File: src/rtl/irq_arb_pkg.sv
// Shared state encoding, widths and vector-slice helper for the vectored interrupt arbiter.
package irq_arb_pkg;

  localparam int unsigned VEC_W   = 16;
  localparam int unsigned MAX_SRC = 16;
  localparam int unsigned ALL_W   = VEC_W * MAX_SRC;

  typedef enum logic [1:0] {
    IDLE = 2'd0,
    REQ  = 2'd1,
    ACK  = 2'd2,
    REL  = 2'd3
  } arb_state_e;

  // Vector of device k from a bus padded out to MAX_SRC slices.
  function automatic logic [VEC_W-1:0] vec_slice(input logic [ALL_W-1:0] vecs,
                                                 input logic [3:0]       k);
    return VEC_W'(vecs >> (32'(k) * VEC_W));
  endfunction

endpackage

File: src/rtl/irq_prio_enc.sv
// Rotating priority encoder: first set request at or above i_start, wrapping modulo NUM_SRC.
module irq_prio_enc #(
  parameter int unsigned NUM_SRC = 4,
  parameter int unsigned IDX_W   = 2
) (
  input  logic [NUM_SRC-1:0] i_req,
  input  logic [IDX_W-1:0]   i_start,
  output logic               o_valid_c,
  output logic [IDX_W-1:0]   o_idx_c
);

  int unsigned          w_pos;
  logic [NUM_SRC-1:0]   w_rot;

  always_comb begin
    o_valid_c = 1'b0;
    o_idx_c   = '0;
    w_pos     = 0;
    w_rot     = '0;
    for (int unsigned i = 0; i < NUM_SRC; i++) begin
      w_pos = (32'(i_start) + i) % NUM_SRC;
      w_rot = i_req >> w_pos;
      if (!o_valid_c && w_rot[0]) begin
        o_valid_c = 1'b1;
        o_idx_c   = IDX_W'(w_pos);
      end
    end
  end

endmodule

File: src/rtl/irq_vector_arbiter.sv
// Shares one CPU virq/istb/iack handshake among NUM_SRC irq/iack peripherals.
// Define IRQ_ARB_ROUND_ROBIN_EN for rotating priority; default build is fixed (lowest index wins).
module irq_vector_arbiter
  import irq_arb_pkg::*;
#(
  parameter int unsigned NUM_SRC  = 4,
  parameter logic [15:0] SPUR_VEC = 16'o000000
) (
  input  logic                     wb_clk_i,
  input  logic                     wb_rst_i,
  input  logic [NUM_SRC-1:0]       dev_irq_i,
  output logic [NUM_SRC-1:0]       dev_iack_o,
  input  logic [VEC_W*NUM_SRC-1:0] dev_vec_i,
  output logic                     cpu_virq_o,
  input  logic                     cpu_istb_i,
  output logic [VEC_W-1:0]         cpu_ivec_o,
  output logic                     cpu_iack_o
);

  localparam int unsigned IDX_W = (NUM_SRC > 1) ? $clog2(NUM_SRC) : 1;

  arb_state_e         r_state;
  logic [NUM_SRC-1:0] r_irq_q;
  logic [IDX_W-1:0]   r_grant;
  logic [IDX_W-1:0]   w_start;
  logic [IDX_W-1:0]   w_idx;
  logic               w_valid;
  logic [ALL_W-1:0]   w_vec_all;
  logic [VEC_W-1:0]   w_grant_vec;
  logic [NUM_SRC-1:0] w_grant_onehot;
  logic               w_grant_live;

`ifdef IRQ_ARB_ROUND_ROBIN_EN
  logic [IDX_W-1:0]   r_rr_ptr;
  assign w_start = r_rr_ptr;
`else
  assign w_start = '0;
`endif

  assign w_vec_all      = ALL_W'(dev_vec_i);
  assign w_grant_vec    = vec_slice(w_vec_all, 4'(r_grant));
  assign w_grant_onehot = NUM_SRC'(1) << r_grant;
  assign w_grant_live   = |(r_irq_q & w_grant_onehot);

  irq_prio_enc #(
    .NUM_SRC (NUM_SRC),
    .IDX_W   (IDX_W)
  ) u_prio_enc (
    .i_req     (r_irq_q),
    .i_start   (w_start),
    .o_valid_c (w_valid),
    .o_idx_c   (w_idx)
  );

  always_ff @(posedge wb_clk_i or posedge wb_rst_i) begin
    if (wb_rst_i) begin
      r_state    <= IDLE;
      r_irq_q    <= '0;
      r_grant    <= '0;
      dev_iack_o <= '0;
      cpu_virq_o <= 1'b0;
      cpu_iack_o <= 1'b0;
      cpu_ivec_o <= '0;
`ifdef IRQ_ARB_ROUND_ROBIN_EN
      r_rr_ptr   <= '0;
`endif
    end else begin
      r_irq_q <= dev_irq_i;
      case (r_state)
        // A strobe with nothing granted is a stale CPU read: answer it spuriously.
        IDLE: begin
          if (cpu_istb_i) begin
            dev_iack_o <= '0;
            cpu_iack_o <= 1'b1;
            cpu_ivec_o <= SPUR_VEC;
            cpu_virq_o <= 1'b0;
            r_state    <= ACK;
          end else if (w_valid) begin
            r_grant    <= w_idx;
            cpu_virq_o <= 1'b1;
            r_state    <= REQ;
          end
        end
        REQ: begin
          if (cpu_istb_i) begin
            cpu_virq_o <= 1'b0;
            cpu_iack_o <= 1'b1;
            if (w_grant_live) begin
              dev_iack_o <= w_grant_onehot;
              cpu_ivec_o <= w_grant_vec;
            end else begin
              dev_iack_o <= '0;
              cpu_ivec_o <= SPUR_VEC;
            end
            r_state <= ACK;
          end else if (!w_grant_live) begin
            cpu_virq_o <= 1'b0;
            r_state    <= IDLE;
          end
        end
        ACK: r_state <= REL;
        // Devices see iack fall before any re-arbitration happens.
        REL: begin
          if (!cpu_istb_i) begin
            dev_iack_o <= '0;
            cpu_iack_o <= 1'b0;
            r_state    <= IDLE;
`ifdef IRQ_ARB_ROUND_ROBIN_EN
            if (|dev_iack_o) begin
              r_rr_ptr <= (r_grant == IDX_W'(NUM_SRC - 1)) ? '0 : r_grant + IDX_W'(1);
            end
`endif
          end
        end
        default: r_state <= IDLE;
      endcase
    end
  end

endmodule

File: config.mk
export PLATFORM = sky130hd
export DESIGN_NAME = irq_vector_arbiter
export DESIGN_NICKNAME = d
export VERILOG_FILES = /design/src/rtl/irq_arb_pkg.sv /design/src/rtl/irq_prio_enc.sv /design/src/rtl/irq_vector_arbiter.sv
export SDC_FILE = /design/constraint.sdc
export NUM_CORES = 1
export LEC_CHECK = 0
export CAP_MARGIN = 20
export CORE_ASPECT_RATIO = 0.9
export CORE_MARGIN = 2
export CORE_UTILIZATION = 40
export CTS_CLUSTER_DIAMETER = 30
export CTS_CLUSTER_SIZE = 30
export DETAILED_ROUTE_END_ITERATION = 7
export GPL_ROUTABILITY_DRIVEN = 1
export HOLD_SLACK_MARGIN = 0.1
export PLACE_DENSITY = 0.81
export SYNTH_ARGS = -nofsm -noshare
export SYNTH_HDL_FRONTEND = slang
export SYNTH_SLANG_ARGS = --single-unit
File: constraint.sdc
create_clock -name wb_clk_i -period 3.5 [get_ports wb_clk_i]
set_input_delay 0.525 -clock wb_clk_i [delete_from_list [all_inputs] [get_ports wb_clk_i]]
set_output_delay 0.525 -clock wb_clk_i [all_outputs]
set_load 0.02 [all_outputs]
==> results of run 1 <==
critical path: cells and delay by family (launching register included):
kind               cells  cell delay (ns)
muxes                  1             0.44
DFF                    1             0.94
AOI/OAI and AO/OA      2             0.48
per-stage QoR:
step	util (%)	hold slack, ns
finish	67.6	0.475
global placement	65.0	0.459
detailed placement	65.6	0.466
global route	67.6	0.503
floorplan	-	0.524
CTS	67.6	0.479
layout make-up:
| cell class | count | share of cell area (%) |
|---|---|---|
| inverter | 22 | 2.96 |
| clock buffer | 6 | 2.96 |
| tap | 48 | 2.15 |
| multi-input combinational | 83 | 30.6 |
| timing repair buffer | 95 | 34.5 |
| sequential | 30 | 26.9 |
per-layer routing:
| layer | GRT usage (%) | vias to the layer above |
|---|---|---|
| li1 | - | 717 |
| met1 | 23.1 | 707 |
| met2 | 29.4 | 66 |
| met3 | 7.87 | 6 |
| met4 | 6.82 | 0 |
| met5 | 0 | - |
logic make-up (layout without fill, tap and decap cells):
| group | Yosys count | after routing | synth area share [%] |
|---|---|---|---|
| compound gates | 32 | 32 | 17.5 |
| simple gates | 32 | 32 | 8.12 |
| buf+inv | 31 | 123 | 7.84 |
| flops | 30 | 30 | 43.1 |
| mux | 19 | 19 | 23.4 |
sequential cells by signal, summed over array words and instances, names as in the netlist:
name and count:
cpu_iack_o 1, cpu_ivec_o 16, cpu_virq_o 1, dev_iack_o 4, r_grant 2, r_irq_q 4, r_state 2
worst max path at each step:
stage / from / to / slack (ns) / cells past startpoint
5_1_grt: r_grant[0]$_DFFE_PP0P_ / cpu_ivec_o[3]$_DFFE_PP0P_ / 1.33 / 4
3_5_place_dp: cpu_istb_i / cpu_ivec_o[10]$_DFFE_PP0P_ / 1.26 / 4
2_1_floorplan: r_grant[0]$_DFFE_PP0P_ / cpu_virq_o$_DFFE_PP0P_ / 1.98 / 3
4_1_cts: r_grant[0]$_DFFE_PP0P_ / cpu_ivec_o[4]$_DFFE_PP0P_ / 1.46 / 4
6_report: r_grant[1]$_DFFE_PP0P_ / cpu_virq_o$_DFFE_PP0P_ / 1.53 / 3
3_3_place_gp: cpu_istb_i / cpu_ivec_o[10]$_DFFE_PP0P_ / 1.30 / 4
synth_stat cells, types with 2 or more instances:
cell / count
a21oi_1: 2
a32o_1: 4
buf_2: 4
buf_6: 2
clkbuf_1: 2
dfrtp_1: 30
inv_1: 22
mux2i_1: 2
mux4_2: 16
nand2_1: 17
nand2b_1: 2
nor2_1: 6
nor3_1: 2
nor4_1: 2
o21ai_0: 2
o31ai_1: 6
o31ai_2: 10
power by group:
group | switching (mW) | internal, mW | total [mW]
clock | 0.119 | 0.151 | 0.270
combinational | 0.431 | 0.520 | 0.951
sequential | 0.145 | 0.449 | 0.595
total | 0.695 | 1.12 | 1.82
==> results.txt, run 1 <==
- Number of cell instances on the worst register-to-register path: 3
- The run finished with clean final reports.
* Post-synthesis cell type with the largest combined area: dfrtp_1
* Largest net degree at the start of global routing: 23
- Dividing the detail-routed via count by the number of cells gives 5.27.
- Via count of the first global-routing pass: roughly 1400
* Maximum capacitance violations: 0
- Wire length per cell after detailed routing: 15.6 um
* Startpoint Class: register
- For this design, the CTS-stage hold fixing added 0 buffers.
- Number of antenna violations at the first check in global routing: 0
- Sequential share of the synthesized area: 43.1%
- Worst-case vdd ir drop: roughly 0.31 mV
* First-pass GRT wire length: 6760 um
* Cell type of the slowest stage on the worst timing path: dfrtp_1
- Dividing total power by cell area gives a power density of 650 nW/um^2.
- Slew @ Worst Pin: 0.908 ns
- In the global route stage, overall resource usage came out at 18.7%.
- Layout area overhead: 60.5%
- Detailed-route DRC error count: 0
* Sum of negative setup slack: 0 ns
* Endpoint required time on the critical path: 3.67 ns
- Of the available clock period, the critical path in the final layout requires 56.4%.
- Number of standard cells after synthesis: 144
* Buffers inserted during post-CTS setup optimization: 0
- Total area of multi-input combinational cells: approximately 850 sq um
* Final Hold Vio Count: 0
- Once placement finished, the instance area stood at roughly 2700 sq um.
- The startpoint identified for the worst register-to-register timing path is r_grant[1]$_DFFE_PP0P_.
* Htree depth: 2
- Input/output buffers: 92
* Max-slew headroom at the worst pin: 39.4%
* Met2 layer wire length in the routed design: 2050 um
- The endpoint identified for the worst register-to-register timing path is cpu_virq_o$_DFFE_PP0P_.
- The worst hold path was traced through 2 stages.
- Max Root-Sink Buffers: 2
- Uppermost layer routed: met4
* Distinct cells, synth: 30
- Once the floorplan was initialized, standard cells occupied 42.2% of the core.
* Source-to-sink clock delay at the later pin of the worst-skew pair: 0.28 ns
* Leading cell types in the layout, fill and taps excluded: clkdlybuf4s50_1, dfrtp_1, inv_1
* Detailed Place HPWL: 3440 um
- Critical path class: register to register
- In this run, post-CTS repair resized a total of 0 instances.
* Net count after synthesis: 215
- Final ANT Viol Nets: 0
* Global route overflow: 0
- Total power of the final layout: 1.82 mW
* Final Cell Area: 2790 sq um
- The detailed router put a total of 1840 um of wire on met1.
- Path category of the worst min-delay check: register to register
* Time the worst path needs with I/O delays and setup: 1.97 ns
- In this run the static leakage power is 1.19 nW.
- Final setup violation count: 0
- Wires add up to about 4400 um.
- The tree is rooted in a clkbuf_8.
- Data arrives at the worst endpoint at 2.14 ns.
* Most common library cell in the layout ignoring fill and taps: clkdlybuf4s50_1
* Number of primary I/O pins: 93
- Counting the buffers created by CTS gives 5.
- For flop-to-flop paths, the worst setup slack is 1.53 ns.
* TritonCTS clock tree: done
- Row generation in the floorplan step produced 22 rows.
* Setup clock skew after layout: 0.00187 ns
- Yosys mapped a number of flops with a built-in enable equal to 0.
* Sequential standard cell area: 751 sq um
- Min setup slack post-route: 1.53 ns
* Post-Layout Cell Count: between 200 and 300
- Hold Path Sink: cpu_ivec_o[10]$_DFFE_PP0P_
- N_diodes: 0
- Layout Nets: 308
* Vertical extent of the die: 66.6 um
- Critical-path cell list: mux4_1 > o211a_1 > a211o_1
- CTS clock-pin slew for the worst setup and hold paths: approximately 0.06 ns
- The average instance in the mapped netlist occupies around 12 sq um.
- Kind of end point of the critical path: register
- Overall die area: just under 5000 sq um
- After detailed placement, the design holds a cell count of roughly 280.
* Worst min-delay path startpoint: cpu_ivec_o[10]$_DFFE_PP0P_
- Layout cells sized above 1: 15.3%
- Before CTS, the worst setup slack after placement is about 1.3 ns.
- The layout has 319 filler cells.
- Along the worst path, the maximum fanout reaches 22.
- Prevailing post-synth register cell: dfrtp_1
* Top cells by area, synth: dfrtp_1, mux4_2, o31ai_2, inv_1, nand2_1
- Before antenna repair, the detailed router went through 4 iterations.
- Mapped cell area: 1740 sq um
- The congestion estimate from routability-driven global placement came to 0.725.
- During synthesis, Yosys emitted a total of 0 warnings.
- In the synthesized netlist the async set-or-reset flop fraction comes to 100%.
- Total via count after detailed routing: 1496
- The floorplan step set the die width to ~74 um.
* Slowest stage delay, CP: between 0.9 and 1 ns
- The top cell type by area accounts for between 40% and 50% of the synthesized area.
- Counting flops and latches in the post-synthesis netlist gives 30.
- Met3 wire length: between 400 and 500 um
* Unrepaired setup endpoints after global routing: false
- Max frequency: 0.507 GHz
- Final max-slew violation count: 0
- In this run, the number of DRC markers left after iteration 0 of detailed routing was 74.
* Core area: between 4000 and 5000 sq um
- The tree built by TritonCTS fans out to 30 sinks.
(Power assumes the default switching activity.)
==> run 2, diff against run 1 <==
- CORE_UTILIZATION: 40 -> 35
- PLACE_DENSITY: 0.81 -> 0.75
- clock period: 3.5 -> 1.7 ns (I/O delays scaled with it)
==> run 2 against run 1 <==
  * Clock skew increased by 0.0021 ns
  * Maximum frequency rose by 27%
  * Clock-buffer cell count rose by 1
  * Setup slack worse by 1.4 ns
  * Non-clock buffer count is 7 higher
  * Flip-flop and latch count stayed put
  * First-iteration DRC count stayed put
  * Critical path type unchanged
  * Largest cell class unchanged
==> results.txt, run 2 (same netlist as run 1, synthesis figures left out) <==
* Source-to-sink clock delay at the later pin of the worst-skew pair: 0.27 ns (about the same)
* Met1 Usage GRT: 20.1% (-3.0 points)
- Overall die area: 5550 sq um (+13%)
* Clock root buffer master: clkbuf_8
* Max frequency: 0.641 GHz (+27%)
- Hold_buf cts: 0 (unchanged)
- Worst path top cell family by delay: multiplexers
* Placement Setup Slack: 0.111 ns (-1.15 ns)
- The post-detailed-route wirelength per cell is 14.2 um (-8.8%).
* Final cycle utilization of the critical path: 91.7% (+35 points)
- Critical-path cell list: mux4_1 > o211a_1 > a211o_1
- Detailed-route DRC error count: 0 (unchanged)
- The worst setup path is launched from a register.
* Total power of the final layout: 3.81 mW (+110%)
- The number of nets in the layout is 315 (+2.3%).
- Setup repair after global routing left no endpoint under its margin.
- Relative to the synthesized area, the layout overhead comes to 64.8%.
- Global route overflow: 0 (unchanged)
- Number of primary I/O pins: 93 (unchanged)
- Setup clock skew after layout: 0.00400 ns (+0.00213 ns)
* Effective utilization at floorplan: 36.2% (-5.9 points)
- Worst-case vdd ir drop: 0.777 mV (+150%)
- The smallest hold slack is 0.368 ns (-0.107 ns).
* Max-slew headroom at the worst pin: 74.8% (+35 points)
- Register ranked first by flip-flop count: cpu_ivec_o
- The clock edge transition at the registers on the reported setup and hold paths is 0.06 ns (about the same).
- Via count of the first global-routing pass: 1633 (+15%)
- Max Root-Sink Buffers: 2 (unchanged)
- Layout cells sized above 1: 18.0% (+2.7 points)
* Path category of the worst min-delay check: primary input to async pin
* Maximum fanout count along the critical path: 3 (-86%)
* Min setup slack post-route: 0.141 ns (-1.39 ns)
* Global routing met2 resource utilization: 30.6% (+1.2 points)
- Signal arrival time at the worst endpoint: 1.72 ns (-0.42 ns)
* Sum of negative setup slack: 0 ns (unchanged)
- Launching point of the worst reg2reg path: r_grant[0]$_DFFE_PP0P_
- The number of placed instances, taps included is 302 (+8.6%).
- The final hold violation count was 0 (unchanged).
- Final Cell Area: 2870 sq um (+2.7%)
* Kind of end point of the critical path: register
- The post-CTS setup-driven buffer insertion count was 0 (unchanged).
- The global routing usage summed across all routing layers is 17.2% (-1.5 points).
- The remaining number of nets flagged by the antenna check after routing is 0 (unchanged).
- N_diodes: 0 (unchanged)
- Post-cts gate resize count: 0 (unchanged)
* TritonCTS clock tree: done
- The top cell types in the final layout, fill and taps aside, are clkdlybuf4s50_1, dfrtp_1, inv_1.
* Routability congestion estimate: 0.813 (+12%)
* GRT busiest layer: met2
- Leakage power: 1.22 nW (+3.1%)
* Detailed Place HPWL: 3410 um (-0.71%)
* Core area: 4800 sq um (+16%)
* Final max-slew violation count: 0 (unchanged)
- Total power density per cell area: 1330 nW/um^2 (+100%)
- The slew at the pin with the worst max-slew slack came to 0.378 ns (-0.530 ns).
- Site row count: 24 (+9.1%)
- The critical path is of the register to register type.
- The clock sink count is 30 (unchanged).
* Number of buffers created by CTS: 5 (unchanged)
- The library cell used most frequently in the layout, excluding fill and tap cells, is clkdlybuf4s50_1.
* Time the worst path needs with I/O delays and setup: 1.56 ns (-0.414 ns)
* Placed standard-cell area: 2780 sq um (+2.4%)
- DRC marker count from the first detailed-route iteration: 74 (unchanged)
- The final wirelength came to 4400 um (-0.50%).
* Biggest regs: cpu_ivec_o x16, dev_iack_o x4, r_irq_q x4
* Post-Layout Cell Count: 310 (+9.2%)
- Endpoint required time on the critical path: 1.86 ns (-1.81 ns)
- The number of cell instances on the worst register-to-register path was 3 (unchanged).
* Reg2reg end: cpu_virq_o$_DFFE_PP0P_
* Register-to-Register Setup Slack: 0.14 ns (-1.39 ns)
- The routing usage on met3 was 5.23% (-2.6 points).
- Largest register FFs: 16 (unchanged)
* Via density per instance: 4.89 (-7.2%)
- The flow ran to the end, and the final reports show no timing, DRC or antenna violations.
- Number of antenna violations at the first check in global routing: 0 (unchanged)
- Largest net degree at the start of global routing: 33 (+43%)
- Among all stages on the critical path, the largest delay is contributed by mux4_1.
- Htree depth: 2 (unchanged)
* Length of the first detailed-routing pass in iterations: 4 (unchanged)
- Slowest stage delay, CP: 0.59 ns (-0.35 ns)
- The die boundary width came to 78.3 um (+6.5%).
* Layout filler cell count: 411 (+29%)
- Core occupancy in the finished layout: 59.7% (-7.9 points)
- The number of violations of the max-capacitance limit came to 0 (unchanged).
- Sequential standard cell area: 751 sq um (unchanged)
- Total area of multi-input combinational cells: 853 sq um (unchanged)
- The combined buffer and inverter count along the critical path is 0 (unchanged).
- The count of endpoints failing setup in the final report is 0 (unchanged).
* Vertical extent of the die: 70.9 um (+6.5%)
- First-pass GRT wire length: 7520 um (+11%)
- The routed via count is 1515 (+1.3%).
- The number of input and output port buffers inserted was 92 (unchanged).
-- run 2: cell count changes in the layout (fill, tap and decap cells not counted), sizes merged --
cell,before,now
buf,3,10
clkbuf,6,7
clkinv,0,1
-- run 2: where the power goes --
| group | switching, mW | internal (mW) | leakage, nW |
|---|---|---|---|
| Clock | 0.261 | 0.326 | 0.0482 |
| Combinational | 1.01 | 1.12 | 0.787 |
| Sequential | 0.165 | 0.927 | 0.388 |
| Total | 1.44 | 2.37 | 1.22 |
-- run 2: layout make-up --
| class | instances | share of cell area (%) |
|---|---|---|
| Tap cell | 65 | 2.84 |
| Clock buffer | 7 | 3.01 |
| Clock inverter | 1 | 0.175 |
| Sequential cell | 30 | 26.2 |
| Inverter | 22 | 2.88 |
| Timing Repair Buffer | 102 | 35.2 |
| Multi-Input combinational cell | 83 | 29.8 |
-- run 2: routing by layer --
| metal | vias to the layer above | share of wire (%) |
|---|---|---|
| met5 | - | 0 |
| met4 | 0 | 0.43 |
| met3 | 4 | 6.4 |
| met2 | 46 | 53 |
| met1 | 738 | 40 |
| li1 | 727 | - |
-- run 2: worst reg2reg max path, delay by kind of cell, from the launching register on --
| family | cells | cell delay, ns |
|---|---|---|
| mux | 1 | 0.59 |
| flops | 1 | 0.38 |
| compound gates | 2 | 0.48 |
-- run 2: worst max path at each step --
stage,startpoint,endpoint,slack (ns),depth (start not counted)
6_report,r_grant[0]$_DFFE_PP0P_,cpu_virq_o$_DFFE_PP0P_,0.14,3
5_1_grt,r_grant[0]$_DFFE_PP0P_,cpu_ivec_o[13]$_DFFE_PP0P_,0.03,4
4_1_cts,r_grant[0]$_DFFE_PP0P_,cpu_virq_o$_DFFE_PP0P_,0.12,3
3_5_place_dp,cpu_istb_i,cpu_ivec_o[9]$_DFFE_PP0P_,0.11,4
3_3_place_gp,cpu_istb_i,dev_iack_o[2]$_DFFE_PP0P_,0.15,4
2_1_floorplan,r_grant[0]$_DFFE_PP0P_,cpu_virq_o$_DFFE_PP0P_,0.18,3
